### src/rtl/mem_port_arbiter_pkg.sv
// Shared types and default widths for the IF/LS memory port arbiter.
package mem_port_arbiter_pkg;

  localparam int unsigned ADDR_W_DEF        = 64;
  localparam int unsigned DATA_W_DEF        = 64;
  localparam int unsigned BE_W              = DATA_W_DEF / 8;
  localparam int unsigned MAX_LS_STREAK_DEF = 4;

  typedef enum logic [1:0] {
    IDLE,
    REQ,
    RESP
  } arb_state_t;

  typedef enum logic {
    OWN_IF,
    OWN_LS
  } owner_t;

endpackage

### src/rtl/mem_port_arbiter_if.sv
// Bundle of the fetch, load/store and memory-side signals around the arbiter.
interface mem_port_arbiter_if
  import mem_port_arbiter_pkg::*;
#(
  parameter int unsigned ADDR_W = ADDR_W_DEF,
  parameter int unsigned DATA_W = DATA_W_DEF
) ();

  localparam int unsigned BeW = DATA_W / 8;

  logic              if_req;
  logic [ADDR_W-1:0] if_addr;
  logic              if_flush;
  logic              if_gnt;
  logic              if_rvalid;
  logic [DATA_W-1:0] if_rdata;

  logic              ls_req;
  logic              ls_we;
  logic [ADDR_W-1:0] ls_addr;
  logic [DATA_W-1:0] ls_wdata;
  logic [BeW-1:0]    ls_be;
  logic              ls_gnt;
  logic              ls_rvalid;
  logic [DATA_W-1:0] ls_rdata;

  logic              mem_req;
  logic              mem_we;
  logic [ADDR_W-1:0] mem_addr;
  logic [DATA_W-1:0] mem_wdata;
  logic [BeW-1:0]    mem_be;
  logic              mem_gnt;
  logic              mem_rvalid;
  logic [DATA_W-1:0] mem_rdata;

  // Arbiter view: serves the core requesters and masters the memory port.
  modport master (
    input  if_req, if_addr, if_flush,
    output if_gnt, if_rvalid, if_rdata,
    input  ls_req, ls_we, ls_addr, ls_wdata, ls_be,
    output ls_gnt, ls_rvalid, ls_rdata,
    output mem_req, mem_we, mem_addr, mem_wdata, mem_be,
    input  mem_gnt, mem_rvalid, mem_rdata
  );

  modport slave (
    output if_req, if_addr, if_flush,
    input  if_gnt, if_rvalid, if_rdata,
    output ls_req, ls_we, ls_addr, ls_wdata, ls_be,
    input  ls_gnt, ls_rvalid, ls_rdata,
    input  mem_req, mem_we, mem_addr, mem_wdata, mem_be,
    output mem_gnt, mem_rvalid, mem_rdata
  );

endinterface

### src/rtl/mem_port_arbiter_arb_streak_counter.sv
// Counts consecutive LS grants taken while IF waits; forces IF to win at the limit.
module mem_port_arbiter_arb_streak_counter
  import mem_port_arbiter_pkg::*;
#(
  parameter int unsigned MAX_LS_STREAK = MAX_LS_STREAK_DEF
) (
  input  logic clk,
  input  logic rst_n,
  input  logic i_if_req,
  input  logic i_if_gnt,
  input  logic i_ls_gnt,
  output logic o_force_if
);

  localparam int unsigned CntW = $clog2(MAX_LS_STREAK + 1);

  logic [CntW-1:0] r_streak;
  logic [CntW-1:0] w_streak_next;
  logic            w_at_max;

  assign w_at_max   = (r_streak == CntW'(MAX_LS_STREAK));
  assign o_force_if = i_if_req && w_at_max;

  always_comb begin
    w_streak_next = r_streak;
    if (i_if_gnt) begin
      w_streak_next = '0;
    end else if (i_ls_gnt) begin
      if (!i_if_req) begin
        w_streak_next = '0;
      end else if (!w_at_max) begin
        w_streak_next = r_streak + CntW'(1);
      end
    end
  end

  always_ff @(posedge clk or negedge rst_n) begin
    if (!rst_n) begin
      r_streak <= '0;
    end else begin
      r_streak <= w_streak_next;
    end
  end

endmodule

### src/rtl/mem_port_arbiter.sv
// Shares one memory port between fetch and load/store, one transaction in flight,
// and steers read data back to whichever requester owns the transaction.
module mem_port_arbiter
  import mem_port_arbiter_pkg::*;
#(
  parameter int unsigned ADDR_W        = ADDR_W_DEF,
  parameter int unsigned DATA_W        = DATA_W_DEF,
  parameter int unsigned MAX_LS_STREAK = MAX_LS_STREAK_DEF
) (
  input logic                clk,
  input logic                rst_n,
  mem_port_arbiter_if.master bus
);

  localparam int unsigned BeW = DATA_W / 8;

  arb_state_t        r_state;
  arb_state_t        w_state_next;
  owner_t            r_owner;
  logic              r_we;
  logic              r_kill;
  logic [ADDR_W-1:0] r_addr;
  logic [DATA_W-1:0] r_wdata;
  logic [BeW-1:0]    r_be;

  logic w_idle;
  logic w_force_if;
  logic w_if_win;
  logic w_if_gnt;
  logic w_ls_gnt;
  logic w_rd_done;
  logic w_kill_set;

  // Grants are gated by rst_n so nothing is accepted while reset is held.
  assign w_idle     = (r_state == IDLE) && rst_n;
  assign w_if_win   = bus.if_req && (!bus.ls_req || w_force_if);
  assign w_if_gnt   = w_idle && w_if_win;
  assign w_ls_gnt   = w_idle && bus.ls_req && !w_if_win;
  assign w_rd_done  = (r_state == RESP) && bus.mem_rvalid;
  assign w_kill_set = bus.if_flush && (r_owner == OWN_IF) &&
                      ((r_state == REQ) || (r_state == RESP));

  mem_port_arbiter_arb_streak_counter #(
    .MAX_LS_STREAK(MAX_LS_STREAK)
  ) u_streak (
    .clk       (clk),
    .rst_n     (rst_n),
    .i_if_req  (bus.if_req),
    .i_if_gnt  (w_if_gnt),
    .i_ls_gnt  (w_ls_gnt),
    .o_force_if(w_force_if)
  );

  always_ff @(posedge clk or negedge rst_n) begin
    if (!rst_n) begin
      r_state <= IDLE;
    end else begin
      r_state <= w_state_next;
    end
  end

  always_comb begin
    w_state_next = r_state;
    unique case (r_state)
      IDLE:    if (w_if_gnt || w_ls_gnt) w_state_next = REQ;
      REQ:     if (bus.mem_gnt) w_state_next = r_we ? IDLE : RESP;
      RESP:    if (bus.mem_rvalid) w_state_next = IDLE;
      default: w_state_next = IDLE;
    endcase
  end

  always_ff @(posedge clk or negedge rst_n) begin
    if (!rst_n) begin
      r_owner <= OWN_IF;
      r_we    <= 1'b0;
      r_addr  <= '0;
      r_wdata <= '0;
      r_be    <= '0;
      r_kill  <= 1'b0;
    end else begin
      if (w_if_gnt) begin
        r_owner <= OWN_IF;
        r_we    <= 1'b0;
        r_addr  <= bus.if_addr;
        r_wdata <= '0;
        r_be    <= '1;
      end else if (w_ls_gnt) begin
        r_owner <= OWN_LS;
        r_we    <= bus.ls_we;
        r_addr  <= bus.ls_addr;
        r_wdata <= bus.ls_wdata;
        r_be    <= bus.ls_be;
      end
      if (w_rd_done) begin
        r_kill <= 1'b0;
      end else if (w_kill_set) begin
        r_kill <= 1'b1;
      end
    end
  end

  always_comb begin
    bus.if_gnt    = w_if_gnt;
    bus.ls_gnt    = w_ls_gnt;
    bus.if_rvalid = 1'b0;
    bus.if_rdata  = '0;
    bus.ls_rvalid = 1'b0;
    bus.ls_rdata  = '0;
    bus.mem_req   = (r_state == REQ);
    bus.mem_we    = r_we;
    bus.mem_addr  = r_addr;
    bus.mem_wdata = r_wdata;
    bus.mem_be    = r_be;
    if (w_rd_done) begin
      if (r_owner == OWN_LS) begin
        bus.ls_rvalid = 1'b1;
        bus.ls_rdata  = bus.mem_rdata;
      end else if (!r_kill && !bus.if_flush) begin
        // A flush landing on the response cycle discards it too.
        bus.if_rvalid = 1'b1;
        bus.if_rdata  = bus.mem_rdata;
      end
    end
  end

endmodule

### src/flat_wrapper.sv
// flat-port wrapper written by rule: the top's interface ports become plain ports
module mem_port_arbiter_flat import mem_port_arbiter_pkg::*;
#(
  parameter int unsigned ADDR_W        = ADDR_W_DEF,
  parameter int unsigned DATA_W        = DATA_W_DEF,
  parameter int unsigned MAX_LS_STREAK = MAX_LS_STREAK_DEF
)
  (clk, rst_n, bus_if_req, bus_if_addr, bus_if_flush, bus_if_gnt, bus_if_rvalid, bus_if_rdata, bus_ls_req, bus_ls_we, bus_ls_addr, bus_ls_wdata, bus_ls_be, bus_ls_gnt, bus_ls_rvalid, bus_ls_rdata, bus_mem_req, bus_mem_we, bus_mem_addr, bus_mem_wdata, bus_mem_be, bus_mem_gnt, bus_mem_rvalid, bus_mem_rdata);
  mem_port_arbiter_if #(.ADDR_W(ADDR_W), .DATA_W(DATA_W)) bus_i ();
  input logic clk;
  input logic rst_n;
  input wire logic [$bits(bus_i.if_req)-1:0] bus_if_req;
  input wire logic [$bits(bus_i.if_addr)-1:0] bus_if_addr;
  input wire logic [$bits(bus_i.if_flush)-1:0] bus_if_flush;
  output wire logic [$bits(bus_i.if_gnt)-1:0] bus_if_gnt;
  output wire logic [$bits(bus_i.if_rvalid)-1:0] bus_if_rvalid;
  output wire logic [$bits(bus_i.if_rdata)-1:0] bus_if_rdata;
  input wire logic [$bits(bus_i.ls_req)-1:0] bus_ls_req;
  input wire logic [$bits(bus_i.ls_we)-1:0] bus_ls_we;
  input wire logic [$bits(bus_i.ls_addr)-1:0] bus_ls_addr;
  input wire logic [$bits(bus_i.ls_wdata)-1:0] bus_ls_wdata;
  input wire logic [$bits(bus_i.ls_be)-1:0] bus_ls_be;
  output wire logic [$bits(bus_i.ls_gnt)-1:0] bus_ls_gnt;
  output wire logic [$bits(bus_i.ls_rvalid)-1:0] bus_ls_rvalid;
  output wire logic [$bits(bus_i.ls_rdata)-1:0] bus_ls_rdata;
  output wire logic [$bits(bus_i.mem_req)-1:0] bus_mem_req;
  output wire logic [$bits(bus_i.mem_we)-1:0] bus_mem_we;
  output wire logic [$bits(bus_i.mem_addr)-1:0] bus_mem_addr;
  output wire logic [$bits(bus_i.mem_wdata)-1:0] bus_mem_wdata;
  output wire logic [$bits(bus_i.mem_be)-1:0] bus_mem_be;
  input wire logic [$bits(bus_i.mem_gnt)-1:0] bus_mem_gnt;
  input wire logic [$bits(bus_i.mem_rvalid)-1:0] bus_mem_rvalid;
  input wire logic [$bits(bus_i.mem_rdata)-1:0] bus_mem_rdata;
  assign bus_i.if_req = bus_if_req;
  assign bus_i.if_addr = bus_if_addr;
  assign bus_i.if_flush = bus_if_flush;
  assign bus_if_gnt = bus_i.if_gnt;
  assign bus_if_rvalid = bus_i.if_rvalid;
  assign bus_if_rdata = bus_i.if_rdata;
  assign bus_i.ls_req = bus_ls_req;
  assign bus_i.ls_we = bus_ls_we;
  assign bus_i.ls_addr = bus_ls_addr;
  assign bus_i.ls_wdata = bus_ls_wdata;
  assign bus_i.ls_be = bus_ls_be;
  assign bus_ls_gnt = bus_i.ls_gnt;
  assign bus_ls_rvalid = bus_i.ls_rvalid;
  assign bus_ls_rdata = bus_i.ls_rdata;
  assign bus_mem_req = bus_i.mem_req;
  assign bus_mem_we = bus_i.mem_we;
  assign bus_mem_addr = bus_i.mem_addr;
  assign bus_mem_wdata = bus_i.mem_wdata;
  assign bus_mem_be = bus_i.mem_be;
  assign bus_i.mem_gnt = bus_mem_gnt;
  assign bus_i.mem_rvalid = bus_mem_rvalid;
  assign bus_i.mem_rdata = bus_mem_rdata;
  mem_port_arbiter #(.ADDR_W(ADDR_W), .DATA_W(DATA_W), .MAX_LS_STREAK(MAX_LS_STREAK)) u_core (.clk(clk), .rst_n(rst_n), .bus(bus_i));
endmodule
### config.mk
export PLATFORM = sky130hd
export DESIGN_NAME = mem_port_arbiter_flat
export DESIGN_NICKNAME = d
export VERILOG_FILES = /design/src/rtl/mem_port_arbiter_pkg.sv /design/src/rtl/mem_port_arbiter_if.sv /design/src/rtl/mem_port_arbiter_arb_streak_counter.sv /design/src/rtl/mem_port_arbiter.sv /design/src/flat_wrapper.sv
export SDC_FILE = /design/constraint.sdc
export NUM_CORES = 1
export LEC_CHECK = 0
export CAP_MARGIN = 15
export CORE_AREA = 2 2 210 212
export CTS_BUF_LIST = sky130_fd_sc_hd__clkbuf_8
export DETAILED_ROUTE_END_ITERATION = 6
export DIE_AREA = 0 0 212 214
export GPL_TIMING_DRIVEN = 0
export PLACE_DENSITY_LB_ADDON = 0.08
export SKIP_CTS_REPAIR_TIMING = 1
export SLEW_MARGIN = 20
export SYNTH_ARGS = -nofsm -noshare
export SYNTH_HDL_FRONTEND = slang
export SYNTH_HIERARCHICAL = 1
export SYNTH_SLANG_ARGS = --single-unit
### constraint.sdc
create_clock -name clk -period 2.38 [get_ports clk]
set_input_delay 0.476 -clock clk [delete_from_list [all_inputs] [get_ports clk]]
set_output_delay 0.476 -clock clk [all_outputs]
set_load 0.01 [all_outputs]
## After elaboration in Yosys (flattened, before gate mapping)

Index checks and enable logic that the tools add are counted.

- Output and inout bits: 270
- Register bits: 144
- Logic and storage cells: 70

- Bitwise logic cells: 1
- Add/sub/neg operators: 1
- Reductions and logical operators: 22
- Equal/unequal tests: 7
- Mux-type cells: 31

Operator list:

| kind | number |
|---|---|
| two-way mux 64 bit | 9 |
| two-way mux 8 bit | 2 |
| two-way mux 3 bit | 4 |
| two-way mux 1 bit | 11 |
| logical AND 1 bit | 10 |
| two-way mux 2 bit | 4 |
| case mux 2 bit (3 select lines) | 1 |
| zero test 1 bit | 4 |
| inequality test 2 bit (second input constant) | 2 |
| nonzero test 2 bit | 2 |
| adder 3 x 1 -> 3 bit (second input constant) | 1 |
| == test 3 bit (second input constant) | 1 |
| logical OR 1 bit | 3 |
| inequality test 3 x 2 -> 1 bit (second input constant) | 1 |
| AND reduction 3 bit | 1 |
| == test 2 x 1 -> 1 bit (second input constant) | 1 |
| == test 2 bit (second input constant) | 1 |
| zero test 2 bit | 1 |
| inequality test 2 x 1 -> 1 bit (second input constant) | 1 |
| AND reduction 2 bit | 1 |
| NOT 1 bit | 1 |

## Depth between registers and ports, before layout

Gate-level depths: netlist of the first run.

- Depth after elaboration: 9
- Depth in mapped cells: 11
- Gate-level depth less buffers: 9

## Cells and area by module

The synthesis of the first run kept the hierarchy.

Modules (own cells, without submodules):

| module | area each (um2) | times used | cells an instance | seq. area each (um2) |
|---|---|---|---|---|
| mem_port_arbiter | 6,486.2 | 1 | 555 | 3,528.4 |
| mem_port_arbiter_arb_streak_counter | 183.9 | 1 | 20 | 75.1 |

## Worst setup path after synthesis of the first run

Ideal clock, no wire load.

- Kind: register to output
- Start: register u_core.u_streak.r_streak[0]
- End: output bus_if_gnt
- Path buffers: 2
- Data arrival time: 1.610 ns
- Path slack: 0.294 ns
- Cell stages (with the launch flop): 8
- Cell sequence: dfrtp_1 > inv_1 > ha_1 > and3_4 > nand2b_1 > clkbuf_1 > clkbuf_1 > and2_1

- Cells in the longest elaborated chain, start to end: 5

Ends and longest elaborated chain:

| item | line | text |
|---|---|---|
| from (decl) | mem_port_arbiter_arb_streak_counter.sv:17 | `logic [CntW-1:0] r_streak;` |
| from (signal assigned) | mem_port_arbiter_arb_streak_counter.sv:41 | `r_streak <= w_streak_next;` |
| == test 3 bit | mem_port_arbiter_arb_streak_counter.sv:21 | `assign w_at_max = (r_streak == CntW'(MAX_LS_STREAK));` |
| logical AND 1 bit | mem_port_arbiter_arb_streak_counter.sv:22 | `assign o_force_if = i_if_req && w_at_max;` |
| net u_core.w_force_if | mem_port_arbiter.sv:27 | `logic w_force_if;` |
| logical OR 1 bit | mem_port_arbiter.sv:36 | `assign w_if_win = bus.if_req && (!bus.ls_req \|\| w_force_if);` |
| logical AND 1 bit | mem_port_arbiter.sv:36 |  |
| logical AND 1 bit | mem_port_arbiter.sv:37 | `assign w_if_gnt = w_idle && w_if_win;` |
| to (decl) | flat_wrapper.sv:15 | `output wire logic [$bits(bus_i.if_gnt)-1:0] bus_if_gnt;` |

The timed path passes the listed nets, and every way through them passes these cells.

## Worst setup path after layout of the first run

- Start: register u_core.r_state[0]
- End: output bus_if_rdata[37]

- Cells in the longest elaborated chain, start to end: 3

Ends and longest elaborated chain:

| item | line | text |
|---|---|---|
| from (decl) | mem_port_arbiter.sv:17 | `arb_state_t r_state;` |
| from (signal assigned) | mem_port_arbiter.sv:58 | `r_state <= w_state_next;` |
| == test 2 bit | mem_port_arbiter.sv:39 | `assign w_rd_done = (r_state == RESP) && bus.mem_rvalid;` |
| logical AND 1 bit | mem_port_arbiter.sv:39 |  |
| two-way mux 64 bit | mem_port_arbiter.sv:114 | `if (w_rd_done) begin` |
| to (decl) | flat_wrapper.sv:17 | `output wire logic [$bits(bus_i.if_rdata)-1:0] bus_if_rdata;` |

No other way between the ends.

==> impl.org, run 1 <==
** Clock network
- The clock tree synthesis step divided the H-tree into 4 levels.
- Root Buffer Master :: sky130_fd_sc_hd__clkbuf_8
- Reg clk slew, reported paths :: around 90 ps
- In this run the deepest clock path goes through 2 buffers.
- Clk_lat worst skew :: 480 ps
- Number of buffers created by CTS :: 17
- # clock sinks :: 144
- TritonCTS built the clock tree.

** STA
- For the pin with the worst max-slew slack, the measured transition is 951.5 ps.
- The hold violation count in the final report is 0.
- Post-route fraction of the period consumed by the critical path :: 114.4%
- Setup Skew :: 16.33 ps
- Derived from the worst setup path, the maximum achievable clock frequency is between 0.3 and 0.4 GHz.
- The final max-slew violation count is 0.
- Minimum clock period after layout :: 2723 ps
- Setup slack on the critical path of the routed design comes to -342.6 ps.
- The worst pin sits at a relative slew slack of 36.36%.
- Setup violations remaining at the end of the flow were counted as approximately 110.
- Setup repair after global routing could not meet its margin everywhere.

** Drt
- Dividing the detail-routed wire length by the instance count gives 22.05 um.
- The final route contains about 7,300 vias.
- Iter 0 DRT Violations :: between 200 and 300
- For this run, design rule violations remaining after detail routing come to 0.
- Vias per cell :: slightly above 4
- Number of detailed-route iterations in the first pass :: 4
- Once detail routing completed, the nets flagged for antenna violations numbered 0.
- The routed design has a little under 40,000 um of wire.

** Yosys
- Combined area of all synthesized cells :: 6670 sq um
- Sequential share of the synthesized area :: 54.02%
- Net Count, Synth :: 853
- Avg Inst Size Synth :: roughly 12 sq um
- In this run, distinct cell masters in the synthesized netlist total 32.
- During synthesis, Yosys emitted a total of 6 warnings.
- Synthesis produced between 500 and 600 cells.
- Flip-flop and latch count after synthesis :: 144

** Worst setup path
- Highest fanout seen on the critical path :: 5
- Critical path capture point type :: output pin
- For the worst setup path, the data required time is about 1900 ps.
- Most used cell, CP :: sky130_fd_sc_hd__buf_6
- Cell-by-cell listing of the critical path :: inv_2 > ha_4 > nand2_4 > nor4_4 > buf_6 > buf_6 > buf_6 > buf_6 > and2_4 > buf_6
- Startpoint types :: register
- On the critical path the largest part of the delay comes from buffers and inverters.
- For this run, the slowest stage of the critical path takes ~400 ps.
- Slowest cell on crit path :: sky130_fd_sc_hd__dfrtp_1
- Worst EP arrival :: between 2000 and 2500 ps
- Number of buffer and inverter instances along the worst setup path :: 6
- The setup path with the least slack is of type register to output pin.

** Power and ir drop
- For this design the static power due to leakage is 6.561 nW.
- PnR Total Power :: about 0.012 W
- In this run the power density over the cells is just under 900 nW/um^2.
- IR drop worst, VDD :: 0.3235 mV

** Placement
- The congestion estimate from routability-driven global placement came to 0.7655.
- HPWL after detailed placement :: about 30,000 um
- Prior to clock tree synthesis, the placed netlist has a worst setup slack of -1609 ps.
- Port buffer count :: approximately 540
- Number of instances in the placed design :: 1,702
- Post-Place Cell Area :: 12,850 sq um

** Finish
- Layout net count :: about 1,500
- The finished cells cover ~14,000 sq um.
- The library cells used most frequently in the layout, excluding fill and tap cells, are sky130_fd_sc_hd__clkdlybuf4s50_1 (406), sky130_fd_sc_hd__dfrtp_1 (144), sky130_fd_sc_hd__buf_6 (81), sky130_fd_sc_hd__and2_1 (81).
- Commonest non-fill, non-tap cell in the layout :: sky130_fd_sc_hd__clkdlybuf4s50_1
- Cells with a size suffix above 1 make up about a quarter of the layout.
- The layout has between 4,000 and 5,000 filler cells.
- Compared with the post-synthesis result, the final layout area differs by 108.6%.
- Register area :: roughly 3600 sq um
- The count of cells in the finished layout, fillers not included, comes to roughly 1,800.
- In the final layout, the multi-input gates occupy approximately 3000 sq um.

** Hold path
- Kind of path behind the tightest hold check :: input port to asynchronous set/reset pin

** Floorplanning
- During I/O placement, the number of pins put on the boundary was 542.
- The initial utilization of the core area, before any placement, comes to around 16%.
- Row cnt :: between 70 and 80
- Width of the die :: ~210 um
- The die covers ~45,000 sq um.
- CORE AREA :: between 40,000 and 50,000 sq um
- The die is 214 um tall.

** Global route
- Antenna violations before repair :: 14
- Entering global routing, the biggest net connects 83 pins.
- Residual overflow from global routing :: 0
- Global-route total usage across every layer :: around 16%
- Via count of the first global-routing pass :: 7,546
- Global-route wire length before repair :: roughly 53,000 um

** Status
- Run status :: finished with violations
- Failing checks :: negative setup slack

** Flow run
- Max-cap violation count :: 0
==> sequential cells by signal, indices dropped and copies added (netlist names) <==
register                  flops
u_core/bus.mem_addr          64
u_core/bus.mem_be             8
u_core/bus.mem_wdata         64
u_core/bus.mem_we             1
u_core/r_kill                 1
u_core/r_owner                1
u_core/r_state                2
u_core/u_streak/r_streak      3
==> metrics by stage <==
stage / TNS (ps) / utilization [%] / hold WS (ps)
2_1_floorplan: 0 / - / 180.4
3_3_place_gp: -1973830 / 29.89 / 472.2
3_5_place_dp: -161050 / 29.96 / 478.7
4_1_cts: -138230 / 30.83 / -59.25
5_1_grt: -35090 / 32.41 / 35.75
6_report: -19280 / 32.44 / 64.46
==> tightest hold or removal path: cells and delay by family <==
family / cells / cell delay (ps)
buffers and inverters: 3 / 440
==> report_power, final <==
part           switching, W  total (W)  internal, W
Sequential         0.000634    0.00414      0.00350
Combinational       0.00255    0.00616      0.00361
Clock               0.00109    0.00197     0.000881
==> layout make-up <==
cell class | count | area share (%)
diodes | 11 | 0.1978
flip-flops and latches | 144 | 25.90
plain buffers | 55 | 2.824
inverters | 9 | 0.2968
well taps | 585 | 5.261
clock buffers | 19 | 1.880
clock inverters | 12 | 0.7914
repair buffers | 599 | 41.58
multi-input cells | 366 | 21.27
==> per-layer routing <==
layer / track usage (%) / part of all wire [%]
met2: 29.70 / 52
met4: 5.000 / 1.6
met1: 16.39 / 36
met5: 0 / 0.086
met3: 7.609 / 9.9
==> final timing paths <==
check,start,endpoint,slack (ps),cells past startpoint
hold reg to reg,u_core/bus.mem_be[5],u_core/bus.mem_be[5],490,1
setup / recovery,u_core/r_state[0],bus_if_rdata[37],-340,10
hold / removal,rst_n,u_core/bus.mem_addr[48],60,3
setup reg to reg,u_core/r_state[0],u_core/bus.mem_addr[59],100,9
min in group clk,bus_if_req,u_core/u_streak/r_streak[1],480,3
max in group asynchronous,rst_n,u_core/bus.mem_addr[63],1000,3
==> kinds of logic after synthesis <==
group	share of synthesized area, %
adders and majority gates	1.125
muxes	0.3189
buffers and inverters	4.502
DFF	54.02
and+or+nand+nor	19.62
AOI/OAI and AO/OA	20.41
==> synth_stat cells <==
cell | n | area, sq um
sky130_fd_sc_hd__o22a_1 | 8 | 70.07
sky130_fd_sc_hd__dfrtp_1 | 144 | 3603
sky130_fd_sc_hd__ha_1 | 6 | 75.07
sky130_fd_sc_hd__clkbuf_1 | 35 | 131.4
sky130_fd_sc_hd__clkbuf_2 | 1 | 5.000
sky130_fd_sc_hd__nor2_1 | 3 | 11.26
sky130_fd_sc_hd__inv_2 | 1 | 3.750
sky130_fd_sc_hd__o21ai_0 | 1 | 5.000
sky130_fd_sc_hd__a31oi_1 | 2 | 12.51
sky130_fd_sc_hd__and2_1 | 129 | 807.0
sky130_fd_sc_hd__nor3_1 | 2 | 10.01
sky130_fd_sc_hd__mux2i_1 | 1 | 10.01
sky130_fd_sc_hd__and3_1 | 65 | 406.6
sky130_fd_sc_hd__a21oi_1 | 3 | 15.01
sky130_fd_sc_hd__nor4_1 | 1 | 6.260
sky130_fd_sc_hd__buf_1 | 1 | 3.750
sky130_fd_sc_hd__o211a_1 | 1 | 10.01
sky130_fd_sc_hd__nand2b_1 | 2 | 12.51
sky130_fd_sc_hd__buf_2 | 14 | 70.07
sky130_fd_sc_hd__a222oi_1 | 1 | 10.01
sky130_fd_sc_hd__nand4_1 | 1 | 6.260
sky130_fd_sc_hd__o21ai_2 | 1 | 8.760
sky130_fd_sc_hd__and3_4 | 2 | 22.52
sky130_fd_sc_hd__nand2_4 | 1 | 11.26
sky130_fd_sc_hd__inv_1 | 8 | 30.03
sky130_fd_sc_hd__mux2_2 | 1 | 11.26
sky130_fd_sc_hd__a22o_1 | 65 | 569.3
sky130_fd_sc_hd__nand2_1 | 4 | 15.01
sky130_fd_sc_hd__a211oi_1 | 1 | 7.510
sky130_fd_sc_hd__buf_6 | 5 | 56.30
sky130_fd_sc_hd__o211ai_2 | 1 | 12.51
sky130_fd_sc_hd__a221o_1 | 64 | 640.6
No activity file was read; power rests on OpenSTA's default activity.
==> run 2, diff against run 1 <==
--- a/config.mk
+++ b/config.mk
@@ -5,13 +5,15 @@
 export SDC_FILE = /design/constraint.sdc
 export NUM_CORES = 1
 export LEC_CHECK = 0
+export ABC_AREA = 1
 export CAP_MARGIN = 15
-export CORE_AREA = 2 2 210 212
+export CORE_AREA = 2 2 209 211
 export CTS_BUF_LIST = sky130_fd_sc_hd__clkbuf_8
 export DETAILED_ROUTE_END_ITERATION = 6
-export DIE_AREA = 0 0 212 214
+export DIE_AREA = 0 0 211 213
 export GPL_TIMING_DRIVEN = 0
 export PLACE_DENSITY_LB_ADDON = 0.08
+export RECOVER_POWER = 100
 export SKIP_CTS_REPAIR_TIMING = 1
 export SLEW_MARGIN = 20
 export SYNTH_ARGS = -nofsm -noshare
==> impl.org, run 2 <==
** Floorplanning
- Row cnt :: 76 (unchanged)
- The height of the die is 213 um (-0.47%).
- CORE AREA :: 42,700 sq um (-0.44%)
- Number of top-level design ports :: 542 (unchanged)
- Die outline area :: 44,940 sq um (-0.94%)
- Width of the die :: 211 um (-0.47%)
- The initial core utilization was 16.37% (+0.82 points).

** Power and ir drop
- The power after layout came to 0.01229 W (+0.24%).
- IR drop worst, VDD :: 0.4007 mV (+24%)
- Pwr/cell area :: 902.5 nW/um^2 (+2.4%)
- Static leakage :: 7.310 nW (+11%)

** Yosys
- Top area cells in the synthesized netlist :: sky130_fd_sc_hd__dfrtp_1 (52%), sky130_fd_sc_hd__nand2_1 (15%), sky130_fd_sc_hd__nand3_1 (14%), sky130_fd_sc_hd__nor2_1 (8.4%), sky130_fd_sc_hd__inv_1 (4.4%)
- The proportion of synthesized chip area in sequential cells is 51.55% (-2.5 points).
- Area fraction of the dominant cell type after synthesis :: 51.55% (-2.5 points)
- Synth cell types :: 19 (-41%)
- Dominant synthesized flop cell :: sky130_fd_sc_hd__dfrtp_1
- Cell accounting for the most synthesized area :: sky130_fd_sc_hd__dfrtp_1
- The number of cells produced by synthesis was 941 (+64%).
- EDFF count, synth :: 0 (unchanged)
- Net Count, Synth :: 1,219 (+43%)
- The Yosys warning count is 6 (unchanged).
- Ranked by instance count, the synthesized netlist is headed by sky130_fd_sc_hd__nand2_1 (274), sky130_fd_sc_hd__nand3_1 (201), sky130_fd_sc_hd__nor2_1 (157).
- Async S/R FF share, synth :: 100.0% (unchanged)
- The summed instance area of the synthesized netlist is 6990 sq um (+4.8%).
- The average instance area after synthesis is 7.429 sq um (-36%).
- Flip-flop and latch count after synthesis :: 144 (unchanged)
- Most instantiated library cell after synthesis :: sky130_fd_sc_hd__nand2_1

** Global route
- The wire length of the first global-routing pass was 54,500 um (+2.3%).
- The final global-route overflow total was 0 (unchanged).
- The number of global-route vias before repair came to 8,026 (+6.4%).
- The combined global-route utilization of all metal layers was 16.71% (+0.37 points).
- Maximum number of pins on one net before global-route repair :: 77 (-7.2%)
- The initial antenna violation count came to 4 (-10).

** Clock network
- Root Buffer Master :: sky130_fd_sc_hd__clkbuf_8
- Number of buffers created by CTS :: 17 (unchanged)
- The number of levels in the clock H-tree is 4 (unchanged).
- # clock sinks :: 144 (unchanged)
- Reg clk slew, reported paths :: 80 ps (about the same)
- Clock tree from TritonCTS :: yes
- Clk_lat worst skew :: 490 ps (about the same)
- Number of buffers between clock root and the deepest sink :: 2 (unchanged)

** STA
- The hold violation count in the final report came to 0 (unchanged).
- Pin slew with the least headroom to its limit :: 1388 ps (+436.4 ps)
- Setup Skew :: 14.34 ps (-1.993 ps)
- Setup repair after global routing could not meet its margin everywhere.
- Tightest hold margin :: 508.6 ps (+444.1 ps)
- Max-slew violation count :: 0 (unchanged)
- The total negative slack for setup checks was -1804 ps (+17,480 ps).
- Final critical-path setup slack :: -227.7 ps (+114.9 ps)
- Achievable clock frequency :: 0.3835 GHz (+4.4%)
- Minimum clock period after layout :: 2608 ps (-114.9 ps)
- The relative max-transition margin is 7.474% (-29 points).
- Post-route fraction of the period consumed by the critical path :: 109.6% (-4.8 points)
- The count of final setup violators came to 57 (-47%).

** Finish
- The library cell used most frequently in the layout, excluding fill and tap cells, is sky130_fd_sc_hd__clkdlybuf4s50_1.
- The fraction of final layout cells sized beyond drive strength 1 is 14.13% (-12 points).
- The number of non-filler instances in the completed layout is 2,085 (+16%).
- Compared with the post-synthesis result, the final layout area differs by 94.83%.
- Most frequent cells in the layout :: sky130_fd_sc_hd__clkdlybuf4s50_1 (408), sky130_fd_sc_hd__nand2_1 (273), sky130_fd_sc_hd__nand3_1 (200)
- The layout net count was 1,801 (+23%).

** Placement
- HPWL after detailed placement :: 31,020 um (+2.2%)
- Worst slack, placed :: -1589 ps (+19.80 ps)
- Port buffer count :: 541 (unchanged)
- The total instance count after detailed placement was 2,029 (+19%).
- The weighted congestion reported at the end of routability-driven placement was 0.7795 (+1.8%).

** Drt
- Final Routed Wirelength :: 39,550 um (-0.36%)
- The DRC violation count after routing came to 0 (unchanged).
- The remaining antenna violation count came to 0 (unchanged).
- The detailed-route wire length per cell is 18.97 um (-14%).
- Number of detailed-route iterations in the first pass :: 4 (unchanged)
- Via Count :: 8,275 (+14%)
- The number of DRC violations after detailed-routing iteration 0 is 391 (+36%).
- Vias per cell :: 3.969 (-1.6%)

** Hold path
- The min-delay analysis places its worst path in the category register to register.

** Flow run
- The max-cap violation count is 0 (unchanged).

** Worst setup path
- The critical path is of the register to output pin type.
- Startpoint types :: register
- The arrival time at the worst endpoint is 2130 ps (-120 ps).
- Critical path capture point type :: output pin
- The data required time at the worst endpoint was 1900 ps (about the same).
- The maximum net fanout on the critical path was 13 (+8).

** Status
- Failing checks :: negative setup slack
- Run status :: finished with violations
-- run 2: changes by cell type after synthesis, sizes merged, moves of 20 or more --
| cell | change |
|---|---|
| nand2 | +272 |
| nor2 | +156 |
| inv | +76 |
| and2 | -129 |
| a221o | -64 |
| and3 | -67 |
| a22o | -65 |
| nand3 | +203 |
| buf | +20 |
-- run 2: report_power, final --
part           internal, W  switching, W  total, W
clock network      0.00111       0.00105   0.00215
registers          0.00354      0.000639   0.00418
logic              0.00317       0.00279   0.00596
total              0.00782       0.00447    0.0123
-- run 2: path summary, 6_finish.rpt --
path,cells after the start,from,to,slack (ps)
min in group asynchronous,3,rst_n,u_core/bus.mem_addr[17],560
worst max register to register,11,u_core/u_streak/r_streak[0],u_core/bus.mem_addr[21],-50
max in group asynchronous,3,rst_n,u_core/bus.mem_addr[45],550
worst max-delay path,12,u_core/u_streak/r_streak[0],bus_ls_gnt,-230
worst min register to register,2,u_core/r_kill,u_core/r_kill,510
worst min-delay path,2,u_core/r_kill,u_core/r_kill,510
-- run 2: critical path, cell delays in order (launching register included) --
cell and delay (ps):
sky130_fd_sc_hd__dfrtp_1 390, sky130_fd_sc_hd__inv_1 80, sky130_fd_sc_hd__ha_1 160, sky130_fd_sc_hd__nand3_2 90, sky130_fd_sc_hd__inv_1 70, sky130_fd_sc_hd__inv_1 40, sky130_fd_sc_hd__nand2_1 90, sky130_fd_sc_hd__nand3_4 140
sky130_fd_sc_hd__inv_4 100, sky130_fd_sc_hd__nor2_4 50, sky130_fd_sc_hd__buf_12 130, sky130_fd_sc_hd__buf_12 140, sky130_fd_sc_hd__dlymetal6s2s_1 170
-- run 2: layout make-up --
cell class / instances / area [sq um]
tap: 546 / 683.2
sequential: 144 / 3603
clock inverter: 12 / 142.6
buffer: 62 / 390.4
multi-input combinational: 650 / 2900
inverter: 85 / 324.1
fill: 4679 / 29080
clock buffer: 20 / 275.3
timing repair buffer: 563 / 5293
antenna: 3 / 7.507
-- run 2: cells by family after synthesis --
group | Yosys count | synth area share, %
simple gates | 641 | 38.52
buf+inv | 147 | 8.609
flops | 144 | 51.55
fa+ha+maj | 6 | 1.074
compound gates | 3 | 0.2506
-- run 2: through the flow --
step | util, % | instance area (sq um)
3_5_place_dp | 30.73 | 13120
5_1_grt | 31.89 | 13620
2_1_floorplan | - | 6990
4_1_cts | 31.71 | 13540
3_3_place_gp | 30.66 | 13090
6_report | 31.90 | 13620
-- run 2: per-layer routing --
| layer | track usage [%] | vias up | share of wire [%] |
|---|---|---|---|
| li1 | - | 4091 | - |
| met1 | 20.15 | 3828 | 41 |
| met2 | 27.45 | 326 | 48 |
| met3 | 6.869 | 28 | 9.1 |
| met4 | 4.468 | 2 | 1.4 |
| met5 | 0 | - | 0.033 |
